`src/rtl/prediction_stabilizer_if.sv`:
```
// Prediction-in / published-digit-out bundle for prediction_stabilizer.
// Handshake: pred_valid is a one-cycle strobe with no ready/backpressure. predicted_digit is sampled only on edges where pred_valid=1.
interface prediction_stabilizer_if;
  logic       pred_valid;
  logic [3:0] predicted_digit;
  logic [3:0] digit_out;
  logic       digit_valid;
  logic       update_pulse;
  logic       reject_pulse;
  logic       fsm_state;

  modport master (
    output pred_valid, predicted_digit,
    input  digit_out, digit_valid, update_pulse, reject_pulse, fsm_state
  );

  modport slave (
    input  pred_valid, predicted_digit,
    output digit_out, digit_valid, update_pulse, reject_pulse, fsm_state
  );
endinterface

```
`src/rtl/prediction_stabilizer.sv`:
```
// Publishes a digit after STABLE_COUNT identical predictions and withdraws it after TIMEOUT_CYCLES idle cycles.
// Optional SEVEN_SEG_EN adds a registered active-low seven-segment output (seg_n).
module prediction_stabilizer #(
  parameter int STABLE_COUNT   = 3,
  parameter int TIMEOUT_CYCLES = 50000000,
  parameter int CNT_W          = 26
) (
  input  logic                    clk,
  input  logic                    rst_n,
  prediction_stabilizer_if.slave  bus
`ifdef SEVEN_SEG_EN
  ,
  output logic [6:0]              seg_n
`endif
);

  typedef enum logic {EMPTY = 1'b0, SHOWN = 1'b1} state_t;

  localparam logic [3:0]       STABLE   = 4'(STABLE_COUNT);
  localparam bit               TMO_EN   = (TIMEOUT_CYCLES != 0);
  localparam logic [CNT_W-1:0] TMO_LAST = TMO_EN ? CNT_W'(TIMEOUT_CYCLES - 1) : '0;

  state_t           state;
  logic [3:0]       run_digit;
  logic [3:0]       run_cnt;
  logic [CNT_W-1:0] tmo_cnt;
  logic [3:0]       digit_out;
  logic             digit_valid;
  logic             update_pulse;
  logic             reject_pulse;

  logic [3:0] new_digit;
  logic [3:0] new_cnt;
  logic       reject;
  logic       publish;
  logic       timeout;

  always_comb begin
    new_digit = run_digit;
    new_cnt   = run_cnt;
    reject    = 1'b0;
    if (bus.pred_valid) begin
      if (bus.predicted_digit > 4'd9) begin
        new_cnt = 4'd0;
        reject  = 1'b1;
      end else if (run_cnt != 4'd0 && bus.predicted_digit == run_digit) begin
        new_cnt = (run_cnt >= STABLE) ? STABLE : run_cnt + 4'd1;
      end else begin
        new_digit = bus.predicted_digit;
        new_cnt   = 4'd1;
      end
    end
    publish = bus.pred_valid && !reject && new_cnt == STABLE &&
              (state == EMPTY || new_digit != digit_out);
    // A strobe on the expiry edge keeps the display alive.
    timeout = TMO_EN && state == SHOWN && !bus.pred_valid && tmo_cnt == TMO_LAST;
  end

  always_ff @(posedge clk or negedge rst_n) begin
    if (!rst_n) begin
      state        <= EMPTY;
      run_digit    <= 4'd0;
      run_cnt      <= 4'd0;
      tmo_cnt      <= '0;
      digit_out    <= 4'd0;
      digit_valid  <= 1'b0;
      update_pulse <= 1'b0;
      reject_pulse <= 1'b0;
    end else begin
      update_pulse <= publish;
      reject_pulse <= reject;
      if (timeout) begin
        state       <= EMPTY;
        digit_valid <= 1'b0;
        run_cnt     <= 4'd0;
        tmo_cnt     <= '0;
      end else begin
        run_digit <= new_digit;
        run_cnt   <= new_cnt;
        if (bus.pred_valid)
          tmo_cnt <= '0;
        else if (TMO_EN && state == SHOWN)
          tmo_cnt <= tmo_cnt + CNT_W'(1);
        if (publish) begin
          state       <= SHOWN;
          digit_out   <= new_digit;
          digit_valid <= 1'b1;
        end
      end
    end
  end

  assign bus.digit_out    = digit_out;
  assign bus.digit_valid  = digit_valid;
  assign bus.update_pulse = update_pulse;
  assign bus.reject_pulse = reject_pulse;
  assign bus.fsm_state    = state;

`ifdef SEVEN_SEG_EN
  function automatic logic [6:0] seg_decode(input logic [3:0] d);
    case (d)
      4'd0:    seg_decode = 7'b1000000;
      4'd1:    seg_decode = 7'b1111001;
      4'd2:    seg_decode = 7'b0100100;
      4'd3:    seg_decode = 7'b0110000;
      4'd4:    seg_decode = 7'b0011001;
      4'd5:    seg_decode = 7'b0010010;
      4'd6:    seg_decode = 7'b0000010;
      4'd7:    seg_decode = 7'b1111000;
      4'd8:    seg_decode = 7'b0000000;
      4'd9:    seg_decode = 7'b0010000;
      default: seg_decode = 7'h7F;
    endcase
  endfunction

  // Follows the published registers, so it lags digit_out by one cycle.
  always_ff @(posedge clk or negedge rst_n) begin
    if (!rst_n)
      seg_n <= 7'h7F;
    else
      seg_n <= digit_valid ? seg_decode(digit_out) : 7'h7F;
  end
`endif

endmodule
```
`src/flat_wrapper.sv`:
```
// flat-port wrapper written by rule: the top's interface ports become plain ports
module prediction_stabilizer_flat 
#(
  parameter int STABLE_COUNT   = 3,
  parameter int TIMEOUT_CYCLES = 50000000,
  parameter int CNT_W          = 26
)
  (clk, rst_n, bus_pred_valid, bus_predicted_digit, bus_digit_out, bus_digit_valid, bus_update_pulse, bus_reject_pulse, bus_fsm_state);
  prediction_stabilizer_if bus_i ();
  input  logic clk;
  input  logic rst_n;
  input wire logic [$bits(bus_i.pred_valid)-1:0] bus_pred_valid;
  input wire logic [$bits(bus_i.predicted_digit)-1:0] bus_predicted_digit;
  output wire logic [$bits(bus_i.digit_out)-1:0] bus_digit_out;
  output wire logic [$bits(bus_i.digit_valid)-1:0] bus_digit_valid;
  output wire logic [$bits(bus_i.update_pulse)-1:0] bus_update_pulse;
  output wire logic [$bits(bus_i.reject_pulse)-1:0] bus_reject_pulse;
  output wire logic [$bits(bus_i.fsm_state)-1:0] bus_fsm_state;
  assign bus_i.pred_valid = bus_pred_valid;
  assign bus_i.predicted_digit = bus_predicted_digit;
  assign bus_digit_out = bus_i.digit_out;
  assign bus_digit_valid = bus_i.digit_valid;
  assign bus_update_pulse = bus_i.update_pulse;
  assign bus_reject_pulse = bus_i.reject_pulse;
  assign bus_fsm_state = bus_i.fsm_state;
  prediction_stabilizer #(.STABLE_COUNT(STABLE_COUNT), .TIMEOUT_CYCLES(TIMEOUT_CYCLES), .CNT_W(CNT_W)) u_core (.clk(clk), .rst_n(rst_n), .bus(bus_i));
endmodule
```
`config.mk`:
```
export PLATFORM = sky130hd
export DESIGN_NAME = prediction_stabilizer_flat
export DESIGN_NICKNAME = d
export VERILOG_FILES = /design/src/rtl/prediction_stabilizer_if.sv /design/src/rtl/prediction_stabilizer.sv /design/src/flat_wrapper.sv
export SDC_FILE = /design/constraint.sdc
export NUM_CORES = 1
export LEC_CHECK = 0
export BUFFER_PORTS_ARGS = -buffer_cell sky130_fd_sc_hd__buf_2
export CAP_MARGIN = 20
export CORE_ASPECT_RATIO = 1.5
export CORE_UTILIZATION = 31
export CTS_CLUSTER_DIAMETER = 80
export CTS_CLUSTER_SIZE = 14
export DETAILED_ROUTE_END_ITERATION = 8
export GPL_TIMING_DRIVEN = 0
export SLEW_MARGIN = 10
export SYNTH_ARGS = -nofsm -noshare
export SYNTH_HDL_FRONTEND = slang
export SYNTH_SLANG_ARGS = --single-unit
```
`constraint.sdc`:
```
create_clock -name clk -period 5.5 [get_ports clk]
set_clock_uncertainty 0.05 [all_clocks]
set_input_delay 0.825 -clock clk [delete_from_list [all_inputs] [get_ports clk]]
set_output_delay 0.825 -clock clk [all_outputs]
set_load 0.01 [all_outputs]
```
==> impl_metrics.csv, run 1 <==
group,metric,value,unit
clock_network,clock_latency,0.29,ns
logic_synthesis,yosys_warnings,0,
worst_setup_path,path_cells,"buf_2, nor2b_1, a2bb2oi_2, xnor2_1, o2111ai_1, o31a_4, mux2_4",
logic_synthesis,yosys.area_share.simple,23.7,%
global_route,grt.total_usage,14.8,%
detailed_routing,drtIter0Drc,84,
logic_synthesis,synth_cells,251,
worst_setup_path,arrival,2.64,ns
logic_synthesis,synth_compound_area_share,18.7,%
timing,fin_crit_sh,45.7,%
floorplan,dieArea,7910,µm²
logic_synthesis,synth_edf_count,0,
clock_network,holdBufCountCts,0,
detailed_routing,drc,0,
clock_network,clock_path_buffers,2,
final_layout,fin_nets,281,
worst_setup_path,critPathMaxStageDelay,0.46,ns
pwr,leakage,1.11,nW
timing,fmax,0.398,GHz
status,status,"finished, final reports clean",
logic_synthesis,synthMuxAreaShare,3.15,%
logic_synthesis,async_flop_share,100,%
clock_network,cts_root_buf,"clkbuf_8",
floorplan,ios,15,
timing,worst_pin_slew,0.924,ns
final_layout,n_antenna_cell,0,
logic_synthesis,seq_area_frac_synth,43.8,%
global_route,grt_overflow,0,
worst_setup_path,start_kind,"primary input",
global_route,antenna_found_initial,0,
detailed_routing,wl,5310,µm
job,cap_violations,0,
floorplan,core,7270,µm²
detailed_routing,vias,1953,
global_route,grt_pass1_vias,1947,
logic_synthesis,post_synth_num_cell_types,47,
clock_network,cts_tree,"yes",
floorplan,fp.dieH,108,µm
worst_setup_path,crit_required,5.63,ns
worst_setup_path,critPathKind,"primary input to flop",
logic_synthesis,synthAdderAreaFrac,1.60,%
logic_synthesis,synthXorXnorAreaFrac,5.99,%
hold_path,hp-class,"flop to flop",
floorplan,die_width,73.0,µm
logic_synthesis,synth_top_cells_by_area,"dfrtp_1, nand2_1, o21ai_0",
logic_synthesis,synth-seq-cells,41,
timing,setup_tns,0,ns
worst_setup_path,crit_path_end_kind,"flop",
logic_synthesis,synth_top_family_by_area,"simple AND/OR/NAND/NOR gates",
clock_network,cts_buffers,5,
logic_synthesis,syn_area,2340,µm²
timing,fin_crit,2.51,ns
placement,gp_congestion,0.809,
placement,portBuffers,13,
floorplan,fp-row-count,38,
logic_synthesis,synth_top_area_cell,"dfrtp_1",
final_layout,stdcell_count,372,
pwr,ir_drop,104,µV
logic_synthesis,syn-num-nets,261,
clock_network,post_cts_buffers,0,
detailed_routing,viasPerCell,5.25,
timing,setup_viol,0,
detailed_routing,post_drt_wl_per_cell,14.3,µm
floorplan,initial_core_util,32.2,%
detailed_routing,firstDrtPassIters,4,
timing,hold_viol_final,0,
clock_network,h-tree-depth,2,
placement,placed_cells,364,
global_route,grt_pass1_wl,9060,µm
timing,slew_violations,0,
clock_network,cts_resized,0,
logic_synthesis,syn_area_per_cell,9.33,µm²
final_layout,area_growth,11.7,%
final_layout,final_util,35.9,%
timing,rsz0062_at_grt,"false",
final_layout,final_common_cell,"dfrtp_1",
logic_synthesis,synth_flop_cell,"dfrtp_1",
final_layout,drive_gt1_share,15.4,%
worst_setup_path,cp_slowest_cell,"nor2b_1",
worst_setup_path,cp_max_fo,6,
logic_synthesis,synth_top_area_share,43.8,%
clock_network,clkTransAtPathRegs,0.07,ns
placement,dp_hpwl,3780,µm
clock_network,clock_sinks,41,
global_route,grt_max_degree,42,
final_layout,layout_common_cells,"dfrtp_1, nand2_1, nor2_1, o21ai_0, a21oi_1",
timing,fin_worst_hold_slack,0.425,ns
timing,slew_headroom,38.4,%
pwr,p_per_area,250,nW/µm²
detailed_routing,antenna_left,0,
cell type report:
cell class,instances,area (µm²)
multi-input cells,197,1240
clock inverters,2,10.0
well taps,100,125
fillers,762,4660
flip-flops and latches,41,1030
clock buffers,6,72.6
repair buffers,13,65.1
plain buffers,9,56.3
inverters,4,15.0
cell usage after synthesis (6+ instances only):
library cell and count:
nand2_1 27, a31oi_1 12, nand4_1 6, and2_1 6, a21oi_1 18, nand3_1 13, nor2_1 24, dfrtp_1 41
xnor2_1 6, xor2_1 10, and4_1 6, o21ai_0 19
through the flow:
stage | power (W) | worst slack (ns) | cell area (µm²)
6_report | 0.000654 | 2.99 | 2610
5_1_grt | 0.000691 | 2.87 | 2610
4_1_cts | 0.000665 | 2.97 | 2610
3_5_place_dp | 0.000470 | 2.68 | 2530
3_3_place_gp | 0.000469 | 2.69 | 2530
2_1_floorplan | 0.000426 | 3.08 | 2340
sequential cells by signal (all words and copies together) (netlist names):
name,cells
u_core.bus.digit_out,4
u_core.bus.update_pulse,1
u_core.bus.digit_valid,1
u_core.bus.reject_pulse,1
u_core.run_digit,4
u_core.tmo_cnt,26
u_core.run_cnt,4
per-layer routing:
metal  up-vias  track usage (%)  share of wire [%]  wire length [µm]
met5         -                0                  0                 0
met4         0             5.32                1.7                88
met3         7             2.89                2.8               151
met2        41             27.3                 52              2790
met1       951             16.7                 43              2290
li1        954                -                  -                 -
critical path, delay by kind of cell:
family	cells	cell delay (ns)
multiplexers	1	0.30
AO/OA/AOI/OAI	3	0.73
buffers and inverters	1	0.17
AND/OR/NAND/NOR	1	0.46
XOR/XNOR	1	0.16
logic make-up (layout without fill, tap and decap cells):
logic type | after synthesis | in the layout
mux | 6 | 6
buf+inv | 13 | 34
flops | 41 | 41
xor+xnor | 16 | 16
compound gates | 68 | 68
fa+ha+maj | 3 | 3
simple gates | 104 | 104
path summary, 6_finish.rpt:
path / startpoint / endpoint / slack, ns / cells after the start
worst max-delay path: bus_pred_valid / u_core.bus.digit_out[1] / 2.99 / 7
worst min-delay path: u_core.tmo_cnt[25] / u_core.tmo_cnt[25] / 0.43 / 1
worst max register to register: u_core.bus.digit_valid / u_core.tmo_cnt[20] / 3.22 / 7
worst min register to register: u_core.tmo_cnt[25] / u_core.tmo_cnt[25] / 0.43 / 1
max in group asynchronous: rst_n / u_core.tmo_cnt[24] / 4.21 / 1
min in group asynchronous: rst_n / u_core.tmo_cnt[18] / 0.62 / 1
where the power goes:
group	switching, W	total, W	internal (W)
Sequential	0.0000203	0.000336	0.000316
Clock	0.000103	0.000191	0.0000880
Combinational	0.0000775	0.000127	0.0000495
(Power assumes the default switching activity.)
==> inputs of run 2 (changes only) <==
--- a/config.mk
+++ b/config.mk
@@ -5,6 +5,7 @@
 export SDC_FILE = /design/constraint.sdc
 export NUM_CORES = 1
 export LEC_CHECK = 0
+export ABC_AREA = 1
 export BUFFER_PORTS_ARGS = -buffer_cell sky130_fd_sc_hd__buf_2
 export CAP_MARGIN = 20
 export CORE_ASPECT_RATIO = 1.5
==> constraint.sdc (replaced) <==
create_clock -name clk -period 2.2 [get_ports clk]
set_clock_uncertainty 0.05 [all_clocks]
set_input_delay 0.33 -clock clk [delete_from_list [all_inputs] [get_ports clk]]
set_output_delay 0.33 -clock clk [all_outputs]
set_load 0.01 [all_outputs]
==> run 2 against run 1 <==
Against the previous run:
- worst setup slack lost 2.7 ns
- clock-buffer cell count shrank 1
- combinational power grew 150%
- via count grew 15%
- clock power grew to 4.2 times the previous value
- non-clock buffer count shrank 3
- synthesized cell count grew 40%
- largest power group unchanged
- area after synthesis grew 8.7%
- total power grew to 3.0 times the previous value
- utilization grew 0.52 points
- critical endpoint is now u_core.bus.digit_out[2]
- sequential power grew to 2.5 times the previous value
- critical path type is now flop to flop
==> impl_metrics.csv, run 2 <==
group,metric,value,unit
status,status,"finished, final reports clean",
detailed_routing,wl_met3,125,µm
floorplan,die_width,76.0,µm
pwr,intPower,0.00143,W
timing,setup_tns,0,ns
clock_network,h-tree-depth,2,
pwr,clkPwrFrac,41.1,%
clock_network,clock_path_buffers,2,
timing,fmax,0.521,GHz
clock_network,cts_root_buf,"clkbuf_16",
placement,placed_cell_area,2740,µm²
final_layout,final_common_cell,"nand2_1",
worst_setup_path,critPathMaxStageDelay,0.38,ns
pwr,switching_share,27.2,%
detailed_routing,antenna_left,0,
worst_setup_path,start_kind,"flop",
global_route,grt_pass1_vias,2272,
timing,slew_headroom,38.0,%
pwr,p_sw,0.000533,W
floorplan,fp.dieH,113,µm
floorplan,core,7960,µm²
worst_setup_path,reg2reg_depth,10,
worst_setup_path,crit_buf_inv,2,
clock_network,clock_latency,0.28,ns
pwr,p_per_area,676,nW/µm²
logic_synthesis,async_flop_share,100,%
global_route,antenna_found_initial,0,
logic_synthesis,synthTopCellsByCount,"nand2_1, inv_1, dfrtp_1",
timing,fin_crit,1.92,ns
logic_synthesis,yosys_warnings,0,
floorplan,dieArea,8580,µm²
logic_synthesis,synth_top_cells_by_area,"dfrtp_1, nand2_1, inv_1",
pwr,pwr-share-comb,16.0,%
final_layout,drive_gt1_share,11.9,%
floorplan,initial_core_util,32.0,%
detailed_routing,drc,0,
clock_network,post_cts_buffers,0,
detailed_routing,vias,2243,
logic_synthesis,syn_area_per_cell,7.25,µm²
global_route,grt_max_degree,42,
clock_network,holdBufCountCts,0,
timing,setup_viol,0,
detailed_routing,drtIter0Drc,118,
hold_path,hp-class,"primary input to asynchronous set/reset pin",
global_route,grt_overflow,0,
worst_setup_path,path_cells,"inv_1, ha_1, nand2_1, nand3_1, nor3_2, o2111ai_1, inv_1, nand2_1, nand2_1, nand2_1",
clock_network,cts_resized,0,
detailed_routing,met1Wirelength,2380,µm
placement,portBuffers,12,
pwr,leakage,1.41,nW
detailed_routing,wl,5750,µm
final_layout,layout_common_cells,"nand2_1, inv_1, dfrtp_1, nand3_1, nor2_1",
final_layout,area_growth,14.0,%
detailed_routing,top_layer,"met4",
timing,hold_viol_final,0,
worst_setup_path,critPathKind,"flop to flop",
final_layout,largest_reg_flops,26,
detailed_routing,viasPerCell,4.72,
worst_setup_path,reg2reg_from,"u_core.run_cnt[0]",
final_layout,n_antenna_cell,0,
worst_setup_path,reg2reg_slack,0.28,ns
global_route,grt_pass1_wl,10200,µm
logic_synthesis,synth-seq-cells,41,
logic_synthesis,synth_top_area_cell,"dfrtp_1",
floorplan,ios,15,
placement,gp_congestion,0.823,
clock_network,cts_buffers,5,
global_route,grt.total_usage,15.0,%
worst_setup_path,cp_max_fo,5,
worst_setup_path,rr_endpoint,"u_core.bus.digit_out[2]",
placement,dp_hpwl,4380,µm
worst_setup_path,cp_common_cell,"nand2_1",
logic_synthesis,synth_flop_cell,"dfrtp_1",
timing,slew_violations,0,
final_layout,fin_area,2900,µm²
worst_setup_path,crit_family,"simple AND/OR/NAND/NOR gates",
clock_network,clkTransAtPathRegs,0.06,ns
clock_network,cts_tree,"yes",
worst_setup_path,arrival,2.04,ns
clock_network,clock_sinks,41,
detailed_routing,post_drt_wl_per_cell,12.1,µm
detailed_routing,met2_length,3090,µm
logic_synthesis,syn-num-nets,361,
logic_synthesis,synth_cells,351,
final_layout,fin_nets,380,
logic_synthesis,synth_most_common_cell,"nand2_1",
timing,fin_crit_sh,87.3,%
worst_setup_path,cp_slowest_cell,"dfrtp_1",
logic_synthesis,post_synth_num_cell_types,33,
logic_synthesis,synth_top_area_share,40.3,%
logic_synthesis,synth_edf_count,0,
worst_setup_path,crit_required,2.32,ns
detailed_routing,firstDrtPassIters,4,
floorplan,fp-row-count,40,
job,cap_violations,0,
pwr,ir_drop,294,µV
final_layout,largest-register,"u_core.tmo_cnt",
pwr,power.share.sequential,42.9,%
timing,rsz0062_at_grt,"false",
logic_synthesis,seq_area_frac_synth,40.3,%
timing,fin_worst_hold_slack,0.141,ns
timing,worst_pin_slew,0.930,ns
worst_setup_path,crit_path_end_kind,"flop",
logic_synthesis,syn_area,2540,µm²
==> run 2: cell types whose count changed after synthesis, sizes merged, moves of 5 or more <==
| cell | before | now |
|---|---|---|
| o22ai | 0 | 9 |
| inv | 4 | 52 |
| a21oi | 18 | 2 |
| a31oi | 12 | 0 |
| nand3 | 13 | 29 |
| mux2 | 5 | 0 |
| and2 | 6 | 0 |
| and4 | 6 | 0 |
| nand2 | 28 | 113 |
| nor2 | 24 | 33 |
==> run 2: worst max-delay path by stage <==
stage / from / end / cells past startpoint
3_3_place_gp: u_core.run_cnt[0] / u_core.bus.digit_out[0] / 10
4_1_cts: u_core.run_cnt[0] / u_core.bus.digit_out[2] / 10
5_1_grt: u_core.run_cnt[0] / u_core.bus.digit_out[2] / 10
2_1_floorplan: u_core.tmo_cnt[0] / u_core.tmo_cnt[24] / 10
6_report: u_core.run_cnt[0] / u_core.bus.digit_out[2] / 10
3_5_place_dp: u_core.run_cnt[0] / u_core.bus.digit_out[2] / 10
==> run 2: metrics by stage <==
step	worst slack [ns]	util, %	total power (W)	cells
finish	0.280	36.4	0.00196	475
global route	0.0174	36.4	0.00206	475
CTS	0.137	36.4	0.00199	475
detailed placement	0.148	34.4	0.00117	468
global placement	0.220	34.4	0.00117	468
floorplan	0.543	-	0.00105	351
==> run 2: power groups by stage <==
stage	Clock [W]	Combinational, W	Sequential [W]
floorplan	0	0.000195	0.000854
global placement	0	0.000313	0.000852
detailed placement	0	0.000319	0.000853
CTS	0.000824	0.000321	0.000840
global route	0.000856	0.000360	0.000845
finish	0.000806	0.000314	0.000840
==> run 2: logic make-up (layout without fill, tap and decap cells) <==
| kind of cell | Yosys count | in the layout | share of synthesized area, % |
|---|---|---|---|
| compound gates | 32 | 32 | 7.08 |
| xor+xnor | 13 | 13 | 4.48 |
| fa+ha+maj | 3 | 3 | 1.48 |
| buf+inv | 59 | 78 | 9.54 |
| flops | 41 | 41 | 40.3 |
| simple gates | 203 | 203 | 37.1 |
==> run 2: area by class of cell <==
type | count | area, µm²
inverter | 52 | 198
clock buffer | 5 | 125
multi-input combinational | 251 | 1280
tap | 105 | 131
clock inverter | 2 | 35.0
buffer | 7 | 45.0
fill | 832 | 5060
timing repair buffer | 12 | 60.1
sequential | 41 | 1030
==> run 2: routing by layer <==
layer	up-vias	track usage (%)
met5	-	0
met3	13	2.02
met4	0	7.44
met2	38	28.5
li1	1155	-
met1	1037	16.0
==> inputs of run 3 (changes only) <==
--- a/config.mk
+++ b/config.mk
@@ -6,7 +6,7 @@
 export NUM_CORES = 1
 export LEC_CHECK = 0
 export ABC_AREA = 1
-export BUFFER_PORTS_ARGS = -buffer_cell sky130_fd_sc_hd__buf_2
+export BUFFER_PORTS_ARGS = -buffer_cell sky130_fd_sc_hd__clkbuf_2
 export CAP_MARGIN = 20
 export CORE_ASPECT_RATIO = 1.5
 export CORE_UTILIZATION = 31
==> run 3 against run 2 <==
Against the previous run:
- maximum frequency shrank 1.3%
- global-route usage grew 0.17 points
- flip-flop and latch count is the same
- clock power grew 6.1%
- sequential share of layout area shrank 0.51 points
- die area is the same
- total power grew 2.8%
- final cell count grew 0.63%
- critical path depth shrank 2
- worst setup slack lost 0.024 ns
- combinational power grew 2%
- utilization grew 0.53 points
- largest power group is now clock
- highest routed layer unchanged
==> impl_metrics.csv, run 3 (synthesized netlist as in run 2, its figures left out) <==
group,metric,value,unit
clock_network,clock_latency,0.28,ns
worst_setup_path,start_kind,"flop",
hold_path,hp-class,"primary input to flop",
timing,setup_viol,0,
global_route,grt_overflow,0,
job,cap_violations,0,
timing,fin_crit_sh,88.4,%
detailed_routing,firstDrtPassIters,4,
timing,fmax,0.514,GHz
final_layout,area_growth,15.7,%
timing,hold_viol_final,0,
final_layout,final_util,37.0,%
final_layout,n_antenna_cell,0,
detailed_routing,vias,2273,
floorplan,die_width,76.0,µm
final_layout,fin_area,2940,µm²
placement,placed_cell_area,2740,µm²
floorplan,fp-row-count,40,
floorplan,fp.dieH,113,µm
detailed_routing,antenna_left,0,
worst_setup_path,arrival,2.04,ns
clock_network,clock_path_buffers,2,
pwr,p_per_area,685,nW/µm²
final_layout,largest_reg_flops,26,
worst_setup_path,cp_max_fo,10,
clock_network,clkTransAtPathRegs,0.06,ns
detailed_routing,drtIter0Drc,140,
global_route,antenna_found_initial,0,
detailed_routing,wl,5970,µm
global_route,grt_max_degree,42,
final_layout,largest-register,"u_core.tmo_cnt",
status,status,"finished, final reports clean",
detailed_routing,post_drt_wl_per_cell,12.5,µm
placement,gp_congestion,0.824,
global_route,grt_pass1_vias,2313,
floorplan,core,7960,µm²
timing,fin_crit,1.94,ns
final_layout,final_common_cell,"nand2_1",
clock_network,cts_buffers,5,
final_layout,drive_gt1_share,12.1,%
pwr,leakage,1.43,nW
timing,worst_pin_slew,0.579,ns
worst_setup_path,critPathKind,"flop to flop",
floorplan,dieArea,8580,µm²
timing,slew_headroom,61.4,%
pwr,ir_drop,284,µV
worst_setup_path,crit_path_end_kind,"flop",
clock_network,cts_root_buf,"clkbuf_16",
timing,slew_violations,0,
floorplan,ios,15,
clock_network,post_cts_buffers,0,
final_layout,layout_common_cells,"nand2_1, inv_1, dfrtp_1, nand3_1, nor2_1",
clock_network,h-tree-depth,2,
placement,dp_hpwl,4440,µm
final_layout,fin_nets,382,
global_route,grt.total_usage,15.1,%
clock_network,clock_sinks,41,
floorplan,initial_core_util,32.0,%
worst_setup_path,crit_required,2.29,ns
global_route,grt_pass1_wl,10400,µm
detailed_routing,drc,0,
clock_network,cts_tree,"yes",
placement,portBuffers,12,
timing,fin_worst_hold_slack,0.310,ns
detailed_routing,viasPerCell,4.76,
## run 3: per-layer routing
layer  GRT usage, %  wire (µm)  vias up
met5              0          0        -
met4           6.15         91        0
met3           2.10        147        6
met2           30.0       3310       32
met1           15.8       2420     1069
li1               -          -     1166
## run 3: area by class of cell
class / instances / area (µm²)
Tap cell: 105 / 131
Clock inverter: 1 / 30.0
Fill cell: 830 / 5010
Sequential cell: 41 / 1030
Inverter: 52 / 198
Buffer: 7 / 45.0
Clock buffer: 7 / 143
Multi-Input combinational cell: 251 / 1280
Timing Repair Buffer: 14 / 90.1
## run 3: report_power, final
part | switching [W] | total (W) | internal [W] | leakage, nW
registers | 0.0000444 | 0.000840 | 0.000796 | 0.555
logic | 0.000212 | 0.000321 | 0.000109 | 0.786
clock network | 0.000288 | 0.000855 | 0.000567 | 0.0841
## run 3: stage by stage
step	setup TNS (ns)	power [W]	std cells	setup slack (ns)
6_report	0	0.00202	478	0.256
5_1_grt	-0.0263	0.00211	478	-0.0193
4_1_cts	0	0.00203	476	0.165
3_5_place_dp	0	0.00117	468	0.172
3_3_place_gp	0	0.00117	468	0.219
2_1_floorplan	0	0.00105	351	0.543
## run 3: worst paths after layout
check                                    from  cells past startpoint                      end  slack [ns]
setup / recovery           u_core.tmo_cnt[15]                      8       u_core.tmo_cnt[14]        0.26
max in group asynchronous               rst_n                      3  u_core.bus.digit_out[3]        1.14
setup reg to reg           u_core.tmo_cnt[15]                      8       u_core.tmo_cnt[14]        0.26
hold / removal                 bus_pred_valid                      4        u_core.run_cnt[2]        0.31
min in group asynchronous               rst_n                      2        u_core.tmo_cnt[7]        0.46
hold reg to reg             u_core.run_cnt[3]                      2        u_core.run_cnt[3]        0.46
## run 3: worst max-delay path, stage by stage (launching register included)
cell and delay (ns):
dfrtp_1 0.43, nand2_1 0.11, inv_1 0.08, nand2_1 0.12
nor4_1 0.28, nand4_1 0.21, nand2_2 0.21, buf_4 0.21
o22ai_1 0.10
## run 3: timing repair
action | CTS | global route
endpoints found under the setup margin | 0 | 5
hold buffers | 0 | 1
resized for setup | 0 | 1
endpoints found under the hold margin | 0 | 14
